### src/rtl/scan_decoder.sv
// scan_decoder: registered one-hot select driver, index taken directly or from an up/down auto-scan with programmable dwell.
// Latency: exactly 1 clock from EN/Mode/Load/In to Out/Index/Valid/Wrap; no combinational input-to-output path.
// Backpressure: none; EN low blanks the select lines and freezes the index and dwell counter.
module scan_decoder #(
  parameter int IN_WIDTH = 2,
  parameter int DWELL    = 1
) (
  input  logic                      CLK,
  input  logic                      RST,
  input  logic                      EN,
  input  logic [1:0]                Mode,
  input  logic                      Load,
  input  logic [IN_WIDTH-1:0]       In,
  output logic [0:(2**IN_WIDTH)-1]  Out,
  output logic [IN_WIDTH-1:0]       Index,
  output logic                      Valid,
  output logic                      Wrap
);

  localparam int OUT_WIDTH = 2**IN_WIDTH;
  // A dwell of one needs no real counter, but keep a 1-bit register so the datapath shape is uniform.
  localparam int CW = (DWELL > 1) ? $clog2(DWELL) : 1;
  localparam logic [CW-1:0]       CNT_MAX = CW'(DWELL - 1);
  localparam logic [IN_WIDTH-1:0] IDX_MAX = '1;
  localparam logic [IN_WIDTH-1:0] IDX_MIN = '0;

  typedef enum logic [1:0] {
    MODE_DIRECT = 2'b00,
    MODE_UP     = 2'b01,
    MODE_DOWN   = 2'b10,
    MODE_HOLD   = 2'b11
  } mode_e;

  logic [CW-1:0]       cnt;
  logic [CW-1:0]       nxt_cnt;
  logic [IN_WIDTH-1:0] nxt_index;
  logic                nxt_wrap;

  // Select line i is driven when the index equals i; Out is declared ascending so bit 0 is the leftmost.
  function automatic logic [0:OUT_WIDTH-1] onehot(input logic [IN_WIDTH-1:0] idx);
    logic [0:OUT_WIDTH-1] v;
    v      = '0;
    v[idx] = 1'b1;
    return v;
  endfunction

  // Next index/dwell/wrap for an enabled edge; Load beats a dwell expiry so a reload never wraps.
  always_comb begin
    nxt_index = Index;
    nxt_cnt   = cnt;
    nxt_wrap  = 1'b0;
    case (mode_e'(Mode))
      MODE_DIRECT: begin
        nxt_index = In;
        nxt_cnt   = '0;
      end
      MODE_UP, MODE_DOWN: begin
        if (Load) begin
          nxt_index = In;
          nxt_cnt   = '0;
        end else if (cnt == CNT_MAX) begin
          nxt_cnt = '0;
          if (Mode == MODE_UP) begin
            nxt_index = Index + 1'b1;
            nxt_wrap  = (Index == IDX_MAX);
          end else begin
            nxt_index = Index - 1'b1;
            nxt_wrap  = (Index == IDX_MIN);
          end
        end else begin
          nxt_cnt = cnt + 1'b1;
        end
      end
      default: begin
        nxt_index = Index;
        nxt_cnt   = cnt;
      end
    endcase
  end

  // All outputs are registered so the select lines never glitch; EN low blanks them but keeps scan position.
  always_ff @(posedge CLK or negedge RST) begin
    if (!RST) begin
      Out   <= '0;
      Index <= '0;
      Valid <= 1'b0;
      Wrap  <= 1'b0;
      cnt   <= '0;
    end else if (!EN) begin
      Out   <= '0;
      Valid <= 1'b0;
      Wrap  <= 1'b0;
    end else begin
      Index <= nxt_index;
      cnt   <= nxt_cnt;
      Out   <= onehot(nxt_index);
      Valid <= 1'b1;
      Wrap  <= nxt_wrap;
    end
  end

endmodule

### config.mk
export PLATFORM = sky130hd
export DESIGN_NAME = scan_decoder
export DESIGN_NICKNAME = d
export VERILOG_FILES = /design/src/rtl/scan_decoder.sv
export SDC_FILE = /design/constraint.sdc
export NUM_CORES = 1
export LEC_CHECK = 0
export CORE_AREA = 5 5 42 44
export DETAILED_ROUTE_END_ITERATION = 8
export DIE_AREA = 0 0 47 49
export SYNTH_ARGS = -nofsm -noshare
export SYNTH_HDL_FRONTEND = slang
export SYNTH_SLANG_ARGS = --single-unit
### constraint.sdc
create_clock -name CLK -period 3.9 [get_ports CLK]
set_input_delay 0.585 -clock CLK [delete_from_list [all_inputs] [get_ports CLK]]
set_output_delay 0.585 -clock CLK [all_outputs]
set_load 0.02 [all_outputs]
# ---- Word level (Yosys, flattened, before mapping)
# Index checks and enable logic that the tools add are counted.
dict set report op_classes {
  n_bitwise 1
  n_mux 16
  addsub 3
  magnitude_cmp 2
  reduce_logical 6
  n_eq_ne 3
}
# operator n
set ops {}
lappend ops {{$mux 1} 9}
lappend ops {{$mux 2} 3}
lappend ops {{$eq 2x2->1 const B} 2}
lappend ops {{$logic_not 2->1} 2}
lappend ops {{$mux 4} 1}
lappend ops {{$pmux 2 s2} 1}
lappend ops {{$ge 3x3->1 const B} 1}
lappend ops {{$lt 3x1->1 const B} 1}
lappend ops {{$not 2->3} 1}
lappend ops {{$add 2x1->2 const B} 1}
lappend ops {{$demux 1 s2} 1}
lappend ops {{$eq 2x1->1 const B} 1}
lappend ops {{$pmux 1 s2} 1}
lappend ops {{$reduce_and 2->1} 1}
lappend ops {{$reduce_bool 2->1} 1}
lappend ops {{$reduce_or 2->1} 1}
lappend ops {{$sub 2x1->2 const B} 1}
lappend ops {{$add 1x1->1 const B} 1}
lappend ops {{$logic_and 1x1->1} 1}
dict set report word_totals {
  register_bits 9
  out_inout_bits 8
  in_bits 8
}

# ---- Longest topological paths before layout
# Gate-level depths: netlist of run 1.
dict set report logic_depth {
  word_depth 11
  depth_mapped 6
  depth_no_buf 6
}

# ---- Worst setup path before layout of run 1
# Ideal clock, no wire load.
dict set report synth_timing {
  path_kind {input to register}
  start {input port Mode[1]}
  end {register Out[3] in the netlist's numbering}
  path_stages 6
  path_buffers 0
  setup_slack_ns 2.041
  setup_time_ns 0.120
  arrival_time_ns 1.739
  path_cell_list {inv_1 -> ha_1 -> xnor3_1 -> a221oi_2 -> a21oi_2 -> and3b_2}
}
dict set report synth_via {
  elab_chain_len 11
  elab_cells_between_ends 15
  classes_between {2 x order compare; 2 x eq/ne; 7 x mux; 1 x bitwise; 3 x reduce/logical}
}
# item line
set synth_rtl {}
lappend synth_rtl {{from (decl)} 11} ;# input logic [1:0] Mode,
lappend synth_rtl {{$eq 2x1->1} {52, 63}}
lappend synth_rtl {{$mux 2} 63} ;# if (Mode == MODE_UP) begin
lappend synth_rtl {{$mux 2} 61} ;# end else if (cnt == CNT_MAX) begin
lappend synth_rtl {{$mux 2} 58} ;# if (Load) begin
lappend synth_rtl {{$pmux 2 s2 (*)} 52} ;# case (mode_e'(Mode))
lappend synth_rtl {{$not 2->3 (not written as such) (*)} 43} ;# v[idx] = 1'b1;
lappend synth_rtl {{$ge 3x3->1 (not written as such) or $lt 3x1->1 (tied branches)} 43}
lappend synth_rtl {{$logic_and 1x1->1 (not written as such)} 43}
lappend synth_rtl {{$mux 1 (not written as such)} 43}
lappend synth_rtl {{$demux 1 s2 (*)} 43}
lappend synth_rtl {{$mux 4 (*)} 89} ;# end else if (!EN) begin
lappend synth_rtl {{to (signal assigned)} 96} ;# Out <= onehot(nxt_index);
lappend synth_rtl {{to (decl)} 14} ;# output logic [0:(2**IN_WIDTH)-1] Out,
# Every way passes the cells marked *; elsewhere a longest branch is shown, timed or not.
# A chain may end at the register's enable or synchronous reset.

# ---- Worst setup path in the final report of run 1
dict set report layout_timing {
  start {input port Mode[0]}
  end {register Out[3] in the netlist's numbering}
}
# Same word-level chain as after synthesis.

==> impl_metrics.tcl, run 1 <==
set metrics [dict create \
    cts_setup_buffers 0 \
    r2r_slack_ns 2.38 \
    period_minus_slack_ns 2.17 \
    synth_warnings 0 \
    setup_ws_ns 1.73 \
    ctsResizeCount 0 \
    cp.depth 7 \
    place_congestion 0.659 \
    numPortBuffers 15 \
    setup.worst_path.end_class "flip-flop" \
    firstDrtPassIters 3 \
    criticalPathCategory "primary input to flip-flop" \
    slew_headroom_pct 77.7 \
    setup_viol 0 \
    path_cells "clkdlybuf4s50_1 -> inv_1 -> ha_1 -> a21o_1 -> a221oi_2 -> a21oi_2 -> and3b_2" \
    grt_overflow 0 \
    cts.sink_count 8 \
    dpl.hpwl_microns 607 \
    coreArea_sq_um 1400 \
    synth_top_area_share_pct 47.1 \
    synth_seq_cells 8 \
    die_x_microns 47 \
    ant_nets 0 \
    areaGrowthSynthToFinish_pct 45.3 \
    p_leak_nw 0.291 \
    critPathTopFamily "compound AO/OA/AOI/OAI gates" \
    holdWs_ns 0.609 \
    path_max_fanout 4 \
    grt_pass1_wl_mm 1.09 \
    synth_seq_area_share_pct 47.1 \
    mostFrequentLayoutCell "clkdlybuf4s50_1" \
    ios 16 \
    drcViolationCount 0 \
    grt.total_usage_pct 6.61 \
    wl_microns 755 \
    cpMaxStageDelayCell "clkdlybuf4s50_1" \
    reg2reg_depth 4 \
    cap_violations 0 \
    path_clk_slew_ns 0.05 \
    syn-num-nets 48 \
    hold_viol 0 \
    regToRegEndpoint "Out[3]" \
    fp.dieH_microns 49 \
    vias_per_cell 4.55 \
    mostFrequentLayoutCells "15 x clkdlybuf4s50_1, 8 x dfrtp_1, 5 x inv_1, 4 x a21oi_1" \
    place_ws_ns 1.47 \
    grt_max_degree 11 \
    max_clock_freq_mhz 461 \
    fin_crit_sh_pct 55.6 \
    clkLatencyLatePin_ns 0.24 \
    hold_buffers 0 \
    grt_antenna_before_repair 0 \
    synth_cells 37 \
    cts_buffers 3 \
    crit_required_ns 4.03 \
    skew_ns 0.000307 \
    fin_nets 68 \
    dieArea_sq_um 2300 \
    critPathArrivalTime_ns 2.30 \
    cp.buffers_inverters 2 \
    r2r-start "Index[1]" \
    grt_pass1_vias 267 \
    yosys.area.top_type "dfrtp_1" \
    drt_iter0_drc 1 \
    outcome "finished clean" \
    fp-row-count 14 \
    vias 323 \
    initial_utilization_pct 30.4 \
    synthTopCellsByArea "dfrtp_1 47%, ha_1 8.8%, xnor3_1 5.3%, a21oi_1 4.7%, inv_1 4.4%" \
    grt_setup_unrepaired "false" \
    peakVddDrop_v 0.000142 \
    clockBufferDepth 2 \
    diodes 0 \
    drv_slew 0 \
    yosys.cell_types.count 21 \
    powerDensity_nw_per_um2 375 \
    cts_root_buffer "clkbuf_4" \
    drive_above_1_share_pct 16.4 \
    htree_num_levels 1 \
    tritoncts "built" \
    syn-cell-area_sq_um 425 \
    hold_path.class "primary input to async pin" \
    setup_tns_ns 0 \
    syn_avg_cell_area_sq_um 11.5 \
    worst_pin_slew_ns 0.333 \
    p_total_mw 0.232 \
    wire_per_inst_microns 10.6 \
    startpoint_type "primary input" \
    crit_path_max_incr_delay_ns 0.51 \
]
==> synth_stat cells, drive strengths merged <==
| master | n |
|---|---|
| inv | 5 |
| and3 | 1 |
| a221oi | 1 |
| nand2 | 1 |
| o22a | 1 |
| xnor3 | 1 |
| a21o | 1 |
| nand3 | 1 |
| or3 | 1 |
| a31oi | 1 |
| nor2b | 1 |
| nor2 | 1 |
| a21oi | 5 |
| ha | 3 |
| dfrtp | 8 |
| and3b | 2 |
| nand2b | 1 |
| a32oi | 1 |
| nor3b | 1 |
==> per-layer routing <==
metal  global-route usage, %  vias up  wire length (microns)
li1                        -      169                      -
met1                    6.58      141                    298
met2                    10.9       11                    375
met3                    1.48        2                     67
met4                    5.53        0                     13
met5                       0        -                      0
==> worst max-delay path by stage <==
stage | startpoint | end | slack (ns)
floorplan | Mode[1] | Out[3] | 2.04
global placement | Mode[0] | Out[3] | 1.46
detailed placement | Mode[0] | Out[3] | 1.47
CTS | Mode[0] | Out[3] | 1.72
global route | Mode[0] | Out[3] | 1.62
finish | Mode[0] | Out[3] | 1.73
==> registers in the layout, indices dropped and copies added (netlist names) <==
register  cells
Index         2
Out           4
Valid         1
Wrap          1
==> power breakdown <==
group | switching (mW) | leakage (nW) | internal [mW] | total, mW
registers | 0.00711 | 0.102 | 0.0914 | 0.0985
clock network | 0.0242 | 0.0138 | 0.0349 | 0.0591
logic | 0.0342 | 0.175 | 0.0397 | 0.0740
total | 0.0655 | 0.291 | 0.166 | 0.232
==> worst register-to-register path: stages, from the launching register on <==
cell,delay (ns)
dfrtp_1,0.44
xnor3_1,0.37
a221oi_2,0.31
a21oi_2,0.09
and3b_2,0.20
==> metrics by stage <==
step / std cells / cell area, sq um / utilization [%]
floorplan: 37 / 425 / -
global placement: 68 / 596 / 42.5
detailed placement: 68 / 596 / 42.5
CTS: 71 / 618 / 44.1
global route: 71 / 618 / 44.1
finish: 71 / 618 / 44.1
==> area by class of cell <==
class / instances / area [sq um]
multi-input combinational: 24 / 206
sequential: 8 / 200
inverter: 5 / 18.8
tap: 16 / 20.0
timing repair buffer: 15 / 150
clock buffer: 3 / 22.5
fill: 146 / 783
==> cells by family (layout without fill, tap and decap cells) <==
logic type      count (synthesis)  count (layout)  share of synthesized area [%]
simple gates                   10              10                           16.8
buf+inv                         5              23                           4.41
fa+ha+maj                       3               3                           8.82
flops                           8               8                           47.1
compound gates                 10              10                           17.6
xor+xnor                        1               1                           5.29
(Power assumes the default switching activity.)
==> run 2: changes to the inputs <==
==> constraint.sdc (replaced) <==
create_clock -name CLK -period 1.9 [get_ports CLK]
set_input_delay 0.285 -clock CLK [delete_from_list [all_inputs] [get_ports CLK]]
set_output_delay 0.285 -clock CLK [all_outputs]
set_load 0.02 [all_outputs]
==> run 2 against run 1 <==
Combinational power rose by 130%. Sequential power rose by 110%. Count of clock-buffer cells in the layout did not move. Sequential share of layout area is 2.0 points lower. Critical path depth shrank 1. Via count increased by 7.7%. Die area unchanged. Largest power group unchanged. Highest routed layer unchanged.
==> impl_metrics.tcl, run 2 (synthesis gave the netlist of run 1 again) <==
set metrics [dict create \
    startpoint "Mode[0]" \
    biggestRegsByFlops "Out (4), Index (2)" \
    largest_register_ffs 4 \
    firstDrtPassIters 1 \
    slew_headroom_pct 75.5 \
    criticalPathCategory "primary input to flip-flop" \
    drv_slew 0 \
    grt.total_usage_pct 8.51 \
    n_fill_cell 137 \
    vias_per_cell 4.58 \
    outcome "finished clean" \
    grt_max_degree 11 \
    critPathArrivalTime_ns 1.98 \
    multi_input_area_sq_um 209 \
    vias 348 \
    initial_utilization_pct 30.4 \
    wire_per_inst_microns 10.9 \
    p_leak_nw 0.314 \
    cts_buffers 3 \
    skew_ns 0.00234 \
    worst_pin_slew_ns 0.366 \
    largest-register "Out" \
    path_clk_slew_ns 0.05 \
    place_congestion 0.652 \
    grt_antenna_before_repair 0 \
    startpoint_type "primary input" \
    grt_overflow 0 \
    powerDensity_nw_per_um2 759 \
    dpl.hpwl_microns 654 \
    drt_iter0_drc 0 \
    coreArea_sq_um 1400 \
    cts.sink_count 8 \
    mostFrequentLayoutCell "clkdlybuf4s50_1" \
    dieArea_sq_um 2300 \
    hold_viol 0 \
    seqCellArea_sq_um 200 \
    fin_area_sq_um 658 \
    wl_microns 828 \
    ant_nets 0 \
    place_ws_ns -0.235 \
    crit_required_ns 2.03 \
    fp.dieH_microns 49 \
    path_max_fanout 4 \
    fin_crit_sh_pct 97.5 \
    drcViolationCount 0 \
    setup.worst_path.end_class "flip-flop" \
    tritoncts "built" \
    clockBufferDepth 2 \
    mostFrequentLayoutCells "15 x clkdlybuf4s50_1, 8 x dfrtp_1, 5 x inv_1, 5 x buf_4, 4 x a21oi_1" \
    die_x_microns 47 \
    setup_viol 0 \
    grt_pass1_vias 345 \
    peakVddDrop_v 0.000285 \
    grt_pass1_wl_mm 1.39 \
    drive_above_1_share_pct 25.0 \
    placed_cell_area_sq_um 626 \
    post-route-util_pct 47.0 \
    numPortBuffers 15 \
    fin_nets 73 \
    ios 16 \
    period_minus_slack_ns 1.85 \
    setup_ws_ns 0.0477 \
    fp-row-count 14 \
    clkLatencyLatePin_ns 0.24 \
    cap_violations 0 \
    hold_path.class "primary input to async pin" \
    max_clock_freq_mhz 540 \
    p_total_mw 0.499 \
    areaGrowthSynthToFinish_pct 54.7 \
    htree_num_levels 1 \
    r2r-start "Index[1]" \
    diodes 0 \
    cts_root_buffer "clkbuf_4" \
    r2r_slack_ns 0.38 \
]
[run 2: cell count changes in the layout (fill, tap and decap cells not counted), sizes merged]
cell	before	now
buf	0	5
[run 2: layout make-up]
| class | instances | share of cell area [%] |
|---|---|---|
| multi-input combinational | 24 | 31.7 |
| inverter | 5 | 2.85 |
| sequential | 8 | 30.4 |
| timing repair buffer | 20 | 28.5 |
| clock buffer | 3 | 3.42 |
| tap | 16 | 3.04 |
[run 2: where the power goes]
group | total, mW | leakage, nW | switching, mW | internal [mW]
clock | 0.124 | 0.0138 | 0.0518 | 0.0719
sequential | 0.203 | 0.102 | 0.0151 | 0.188
combinational | 0.173 | 0.198 | 0.0750 | 0.0980
total | 0.499 | 0.314 | 0.142 | 0.357
[run 2: critical path: stages]
cell and delay [ns]:
clkdlybuf4s50_1 0.51, ha_2 0.21, xnor3_1 0.39, a221oi_2 0.30, a21oi_2 0.09, and3b_2 0.20
[run 2: stage by stage]
stage | hold WS (ns) | instances | TNS (ns)
2_1_floorplan | -0.0106 | 37 | 0
3_3_place_gp | 0.579 | 72 | -0.878
3_5_place_dp | 0.587 | 72 | -1.08
4_1_cts | 0.319 | 75 | 0
5_1_grt | 0.333 | 76 | -0.00959
6_report | 0.319 | 76 | 0
[run 2: what timing repair did]
action                                  in CTS  in global routing
buffers inserted                             0                  1
hold endpoints to repair                     0                  0
hold buffers                                 0                  0
gates resized for setup                      0                  1
endpoints found under the setup margin       0                  4
[run 2: final timing paths]
check                         end  depth (start not counted)
min                          Wrap                          1
max in group asynchronous  Out[1]                          1
max reg2reg                Out[3]                          4
min in group CLK             Wrap                          2
max                        Out[3]                          6
min reg2reg                  Wrap                          2
[run 2: per-layer routing]
layer | up-vias | global-route usage (%) | part of all wire [%]
li1 | 180 | - | -
met3 | 2 | 2.21 | 6.9
met4 | 0 | 6.91 | 1.6
met2 | 11 | 13.1 | 51
met1 | 155 | 9.21 | 41
met5 | - | 0 | 0
